`src/rtl/conv2d_mem_responder.sv`:
```
// rtl/conv2d_mem_responder.sv - memory-side request/response responder in front of a single-port BRAM
// Optional address checking is enabled by defining ACCEL_MEM_ERR_EN.

module conv2d_resp_fifo #(
  parameter  int DWIDTH = 32,
  parameter  int DEPTH  = 4,
  localparam int PW     = $clog2(DEPTH),
  localparam int CW     = PW + 1
) (
  input  logic              clk,
  input  logic              rst_n,
  input  logic              i_push,
  input  logic [DWIDTH-1:0] i_push_data,
  input  logic              i_pop,
  output logic [DWIDTH-1:0] o_data,
  output logic              o_valid,
  output logic [CW-1:0]     o_count
);
  logic [DWIDTH-1:0] r_mem [DEPTH];
  logic [PW-1:0]     r_wr_ptr;
  logic [PW-1:0]     r_rd_ptr;
  logic [CW-1:0]     r_count;
  logic              w_pop;

  // The ready rule upstream guarantees a push never lands on a full FIFO without a pop.
  assign w_pop   = i_pop & (r_count != '0);
  assign o_data  = r_mem[r_rd_ptr];
  assign o_valid = (r_count != '0);
  assign o_count = r_count;

  always_ff @(posedge clk or negedge rst_n) begin
    if (!rst_n) begin
      r_wr_ptr <= '0;
      r_rd_ptr <= '0;
      r_count  <= '0;
    end else begin
      if (i_push) r_wr_ptr <= r_wr_ptr + PW'(1);
      if (w_pop)  r_rd_ptr <= r_rd_ptr + PW'(1);
      r_count <= r_count + CW'(i_push) - CW'(w_pop);
    end
  end

  always_ff @(posedge clk) begin
    if (i_push) r_mem[r_wr_ptr] <= i_push_data;
  end
endmodule

module conv2d_mem_responder #(
  parameter int DWIDTH     = 32,
  parameter int AWIDTH     = 12,
  parameter int RESP_DEPTH = 4
) (
  input  logic              clk,
  input  logic              rst_n,
  input  logic [31:0]       mem_req_addr,
  input  logic              mem_req_valid,
  output logic              mem_req_ready,
  input  logic [DWIDTH-1:0] mem_req_data,
  input  logic              mem_req_write,
  output logic [DWIDTH-1:0] mem_resp_data,
  output logic              mem_resp_valid,
  input  logic              mem_resp_ready,
  output logic [AWIDTH-1:0] ram_addr,
  output logic              ram_en,
  output logic              ram_we,
  output logic [DWIDTH-1:0] ram_din,
  input  logic [DWIDTH-1:0] ram_dout,
  output logic              idle,
  output logic              err
);
  localparam int CW = $clog2(RESP_DEPTH) + 1;

  logic              r_run;
  logic              r_inflight;
  logic [CW-1:0]     w_count;
  logic [CW-1:0]     w_occ;
  logic              w_fire;
  logic              w_rd_fire;
  logic [DWIDTH-1:0] w_push_data;

  // r_run keeps ready low during reset and for the first edge after release.
  assign w_occ         = w_count + CW'(r_inflight);
  assign mem_req_ready = r_run & (w_occ < CW'(RESP_DEPTH));
  assign w_fire        = mem_req_valid & mem_req_ready;
  assign w_rd_fire     = w_fire & ~mem_req_write;

  assign ram_en   = w_fire;
  assign ram_addr = mem_req_addr[AWIDTH+1:2];
  assign ram_din  = mem_req_data;
  assign idle     = ~r_inflight & (w_count == '0);

`ifdef ACCEL_MEM_ERR_EN
  localparam logic [DWIDTH-1:0] ERR_DATA = DWIDTH'({((DWIDTH + 31) / 32){32'hDEADBEEF}});

  logic w_addr_err;
  logic r_inflight_err;
  logic r_err;

  assign w_addr_err  = (mem_req_addr[1:0] != 2'b00) | (|mem_req_addr[31:AWIDTH+2]);
  assign ram_we      = w_fire & mem_req_write & ~w_addr_err;
  assign w_push_data = r_inflight_err ? ERR_DATA : ram_dout;
  assign err         = r_err;

  always_ff @(posedge clk or negedge rst_n) begin
    if (!rst_n) begin
      r_inflight_err <= 1'b0;
      r_err          <= 1'b0;
    end else begin
      r_inflight_err <= w_rd_fire & w_addr_err;
      if (w_fire & w_addr_err) r_err <= 1'b1;
    end
  end
`else
  logic w_unused_addr;

  assign w_unused_addr = ^{mem_req_addr[31:AWIDTH+2], mem_req_addr[1:0]};
  assign ram_we        = w_fire & mem_req_write;
  assign w_push_data   = ram_dout;
  assign err           = 1'b0;
`endif

  always_ff @(posedge clk or negedge rst_n) begin
    if (!rst_n) begin
      r_run      <= 1'b0;
      r_inflight <= 1'b0;
    end else begin
      r_run      <= 1'b1;
      r_inflight <= w_rd_fire;
    end
  end

  conv2d_resp_fifo #(
    .DWIDTH (DWIDTH),
    .DEPTH  (RESP_DEPTH)
  ) u_resp_fifo (
    .clk         (clk),
    .rst_n       (rst_n),
    .i_push      (r_inflight),
    .i_push_data (w_push_data),
    .i_pop       (mem_resp_ready),
    .o_data      (mem_resp_data),
    .o_valid     (mem_resp_valid),
    .o_count     (w_count)
  );
endmodule

```
`config.mk`:
```
export PLATFORM = sky130hd
export DESIGN_NAME = conv2d_mem_responder
export DESIGN_NICKNAME = d
export VERILOG_FILES = /design/src/rtl/conv2d_mem_responder.sv
export SDC_FILE = /design/constraint.sdc
export NUM_CORES = 1
export LEC_CHECK = 0
export ABC_AREA = 0
export CORE_MARGIN = 2
export CORE_UTILIZATION = 30
export CTS_CLUSTER_SIZE = 12
export DETAILED_ROUTE_END_ITERATION = 12
export HOLD_SLACK_MARGIN = 0.02
export SYNTH_ARGS = -nofsm -noshare
export SYNTH_HDL_FRONTEND = slang
export SYNTH_HIERARCHICAL = 1
export SYNTH_SLANG_ARGS = --single-unit
```
`constraint.sdc`:
```
create_clock -name clk -period 2.3 [get_ports clk]
set_input_delay 0.345 -clock clk [delete_from_list [all_inputs] [get_ports clk]]
set_output_delay 0.345 -clock clk [all_outputs]
set_load 0.01 [all_outputs]
```
# Yosys cells after proc, flatten, opt, wreduce, memory -nomap -nowiden
# Memory sizes are Yosys's and may differ from the RTL's.
# Cells that the tools add are included.
classes:
  n_addsub: 4
  magnitude_cmp: 1
  mux: 2
  bitwise: 8
  n_reduce_logical: 2
ops:
  columns: ["cell", "count"]
  rows:
  - ["$and A1 B1 Y1", 6]
  - ["$add A2 B1 Y2 const B", 2]
  - ["$add A3 B1 Y3", 1]
  - ["$logic_not A3 Y1", 1]
  - ["$lt A3 B3 Y1 const B", 1]
  - ["$reduce_bool A3 Y1", 1]
  - ["$sub A3 B1 Y3", 1]
  - ["$mux W1", 2]
  - ["$not A1 Y1", 2]
totals:
  reg_bits: 9
  ram_bits: 128
  in_bits: 101
  output_inout_bits: 82
  elab_cells: 23
  n_memories: 1
mem_list:
  columns: ["memory", "depth", "word_bits", "rd", "rd_clocked_by_memory_dff", "wr", "line", "rtl"]
  rows:
  - ["u_resp_fifo.r_mem", 4, 32, 1, 0, 1, "19", "logic [DWIDTH-1:0] r_mem [DEPTH];"]

# Longest topological paths before layout
logic_depth:
  ltp_word: 5
  mapped_depth: 7
  depth_no_buf: 7

# Hierarchy
# The synthesis kept the hierarchy.
by_module_without_submodules:
  columns: ["mod", "n_inst", "cells_per_inst", "area_per_inst_um2", "seq_area_each_um2"]
  rows:
  - ["conv2d_resp_fifo", 1, 202, 5063.6, 4018.9]
  - ["conv2d_mem_responder", 1, 64, 511.7, 50.0]

# Least setup slack after synthesis
# OpenSTA, ideal clock, no wires.
synth_timing:
  path_type: "register to register"
  from: "reg u_resp_fifo.r_count[2] (netlist: u_resp_fifo/o_count[2])"
  to: "reg u_resp_fifo.r_count[2] (netlist: u_resp_fifo/o_count[2])"
  setup_ns: 0.123
  t_arrival_ns: 1.848
  t_required_ns: 2.177
  slack_ns: 0.330
  stages_incl_launch_ff: 8
  path_buffers: 0
  synth_period_minus_slack_ns: 1.970
  cell_sequence: "dfrtp_1 -> o31a_1 -> ha_1 -> inv_1 -> ha_1 -> fa_1 -> xnor2_1 -> xnor2_1"
synth_via:
  elab_chain_len: 3
  elab_cells_between_ends: 4
  classes_between: "2 x add/sub; 1 x bitwise; 1 x reduce/logical"
synth_rtl:
  columns: ["item", "line", "rtl"]
  rows:
  - ["start, declared", "22", "logic [CW-1:0] r_count;"]
  - ["start signal, assigned", "39", "r_count <= r_count + CW'(i_push) - CW'(w_pop);"]
  - ["$reduce_bool A3 Y1", "26", "assign w_pop = i_pop & (r_count != '0);"]
  - ["$and A1 B1 Y1", "26", null]
  - ["net u_resp_fifo.w_pop", "23", "logic w_pop;"]
  - ["$sub A3 B1 Y3", "39", null]
# The timed path passes the listed nets, and every way through them passes these cells.
# A chain may end at the register's enable or synchronous reset.

# Worst setup path in the final report
layout_timing:
  from: "reg u_resp_fifo.r_rd_ptr[0]"
  to: "out mem_resp_data[29]"
layout_via:
  elab_chain_len: 1
layout_rtl:
  columns: ["item", "line", "rtl"]
  rows:
  - ["start, declared", "21", "logic [PW-1:0] r_rd_ptr;"]
  - ["start signal, assigned", "38", "if (w_pop) r_rd_ptr <= r_rd_ptr + PW'(1);"]
  - ["$mem_v2 Z4 W32", null, null]
  - ["end, declared", "60", "output logic [DWIDTH-1:0] mem_resp_data,"]
# Every way passes these cells.

==> results.md <==
* Routed Antenna Nets at 0
* DRC violation count after routing at 0
* Latest clock arrival within the worst-skew pair at 0.41 ns
* Placer Congestion at 0.667
* Crit-path leading delay family: buffers and inverters
* Area of the mapped netlist at 5580 µm²
* Gate Count Post-Synth at 266
* Die area at 19700 µm²
* Vias at 2570
* P&R area growth vs syn at 25.6%
* Core area at 18100 µm²
* Number of diodes at 0
* Most frequent cells in the layout: edfxtp_1 (128), clkdlybuf4s50_1 (38), mux4_2 (28), clkbuf_16 (18), dlygate4sd2_1 (15)
* Main combinational cell family by area after synthesis: multiplexers
* Simple-Gate Fraction of Synth Area at 0.0191
* Post-synth EDFFs at 128
* Synth Area in Adders at 0.0171
* Cell Area, Placed at 6310 µm²
* Synth top area cells: edfxtp_1 (69%), mux4_2 (11%), buf_4 (6.1%)
* Vias in the first global route at 2848
* # H-tree levels at 4
* Post-route minimum period at 2.22 ns
* Final period utilization at 0.967
* Site row count at 49
* Die X at 140 µm
* Smallest hold slack at 0.242 ns
* Critical Path AT at 1.88 ns
* Share of layout cells above drive strength 1 at 0.256
* Fmax at 450 MHz
* Largest stage delay, worst path at 0.48 ns
* # clock sinks at 137
* Die Y at 140 µm
* CTS tree: done
* Drt first-iter violations at 144
* Root buf cell: clkbuf_16
* Compound-Gate Fraction of Synth Area at 0.00404
* Yosys reg bits at 137
* Main synth FF type: edfxtp_1
* DR pass1 iterations at 3
* Final-report hold violation count at 0
* Clk buf depth at 2
* Worst setup EP type: output port
* Syn Nets at 374
* Hold buffer count at CTS at 0
* Routed WL at 10100 µm
* Largest net degree at the start of global routing at 33
* Async SR Flop Fraction at 0.0657
* Area leader, netlist: edfxtp_1
* Commonest non-fill, non-tap cell in the layout: edfxtp_1
* RR Startpoint: u_resp_fifo/o_count[1]
* First-pass GRT wire length at 15900 µm
* Max-Cap Viols at 0
* Setup Skew at 0.00868 ns
* Initial core utilization at 0.308
* Worst EP required at 1.96 ns
* Synth Area in XOR/XNOR at 0.00785
* Top cell type's share of synthesized area at 0.689
* Critical path class: flop to output port
* IO Count at 183
* Max Slew Vio Count at 0
* Filler cells at 1629
* Port Buf Inserts at 73
* All-Layer GR Usage at 0.109
* DR WL/cell at 17.9 µm
* Critical path buffer and inverter count at 3
* Synthesis Warnings at 6
* Vias per cell at 4.58
* Num CTS Buffers at 17
* # nets final at 428
* Final Instance Area at 7000 µm²
* Worst-path fanout max at 7
* Setup violations, final at 0
* Multi-input gate area in the final layout at 1060 µm²
* CP Launch Type: flop
* Yosys cell types at 31
* Clock transition at path regs at 0.06 ns
* Sequential cell area at 4080 µm²
* Max IR drop VDD at 0.510 mV
* Pwr/cell area at 1140 nW/µm²
* Initial antenna violation count at 0
* Grt total ovfl at 0
* Hold Crit Class: input pin to asynchronous set/reset pin
* Outcome: completed
* Critical Path Source: u_resp_fifo/r_rd_ptr[0]
* Mean Syn Cell Area at 21.0 µm²
* Mux share of post-synthesis cell area at 0.139
* Cells along the critical path: buf_12 > clkbuf_16 > mux4_2 > dlygate4sd2_1
* Detail Placement HPWL at 6170 µm
* Share of the yosys chip area belonging to registers at 0.730
* LEAKAGE at 2.41 nW
* Slowest CP cell: mux4_2
==> registers in the layout, indices dropped and copies added (netlist names) <==
register / flops
u_resp_fifo/r_mem: 128
u_resp_fifo/o_count: 3
u_resp_fifo/r_rd_ptr: 2
u_resp_fifo/r_wr_ptr: 2
r_inflight: 1
r_run: 1
==> synth_stat cells (2+ instances only) <==
cell and n:
nand4b_1 2, buf_4 45, dfrtp_1 9, buf_2 3, ha_1 6, mux4_2 28
and2_1 4, edfxtp_1 128, inv_1 6, xnor2_1 3, xor2_1 2, mux2i_1 4
mux4_1 4, conb_1 2, buf_12 3, nand2_1 2
==> report_power, final <==
group          internal [mW]  switching [mW]
Clock                   1.80           0.953
Sequential              2.90          0.0775
Combinational           1.28            1.00
==> per-stage QoR <==
stage           TNS [ns]  setup slack, ns  utilization  power [mW]  instances
2_1_floorplan          0            0.330            -        4.44        266
3_3_place_gp           0            0.126        0.349        5.30        523
3_5_place_dp           0            0.103        0.349        5.34        523
4_1_cts                0          0.00155        0.385        8.08        560
5_1_grt        -0.000221        -0.000221        0.387        8.40        561
6_report               0           0.0767        0.387        8.00        561
==> final timing paths <==
path	endpoint	slack, ns	depth (start not counted)
max	mem_resp_data[29]	0.08	4
min	r_run	0.24	1
max reg2reg	u_resp_fifo/o_count[2]	0.27	7
min reg2reg	u_resp_fifo/r_wr_ptr[0]	0.54	1
max in group asynchronous	u_resp_fifo/r_rd_ptr[0]	1.73	1
min in group clk	u_resp_fifo/r_wr_ptr[0]	0.54	1
==> cell families (layout without fill, tap and decap cells) <==
group	count (synthesis)	count (layout)
adders and majority gates	7	7
DFF	137	137
xor gates and xnor gates	5	5
muxes	36	36
buffers and inverters	60	126
and+or+nand+nor	16	16
other	2	2
AOI/OAI and AO/OA	3	3
==> metal layers <==
layer	wire length [µm]	vias to the layer above	share of wire	track usage
li1	-	1121	-	-
met1	4000	1342	0.40	0.123
met2	5050	69	0.50	0.178
met3	721	38	0.072	0.0492
met4	286	0	0.028	0.0537
met5	0	-	0	0
==> area by class of cell <==
cell class,count,area share
Clock buffer,18,0.0613
Clock inverter,13,0.0252
Inverter,6,0.00322
Multi-Input combinational cell,69,0.151
Sequential cell,137,0.582
Tap cell,229,0.0409
Timing Repair Buffer,89,0.137
==> worst reg2reg max path, delay by kind of cell, from the launching register on <==
family	cells	cell delay, ns
compound gates	1	0.33
xor+xnor	2	0.31
buf+inv	1	0.04
fa+ha+maj	3	0.84
flops	1	0.43
==> repair_timing <==
action / in CTS / in global routing
resized for setup: 43 / 18
gates cloned: 1 / 1
setup buffers: 5 / 0
setup endpoints to repair: 35 / 21
Power figures use the tool's default switching activity.
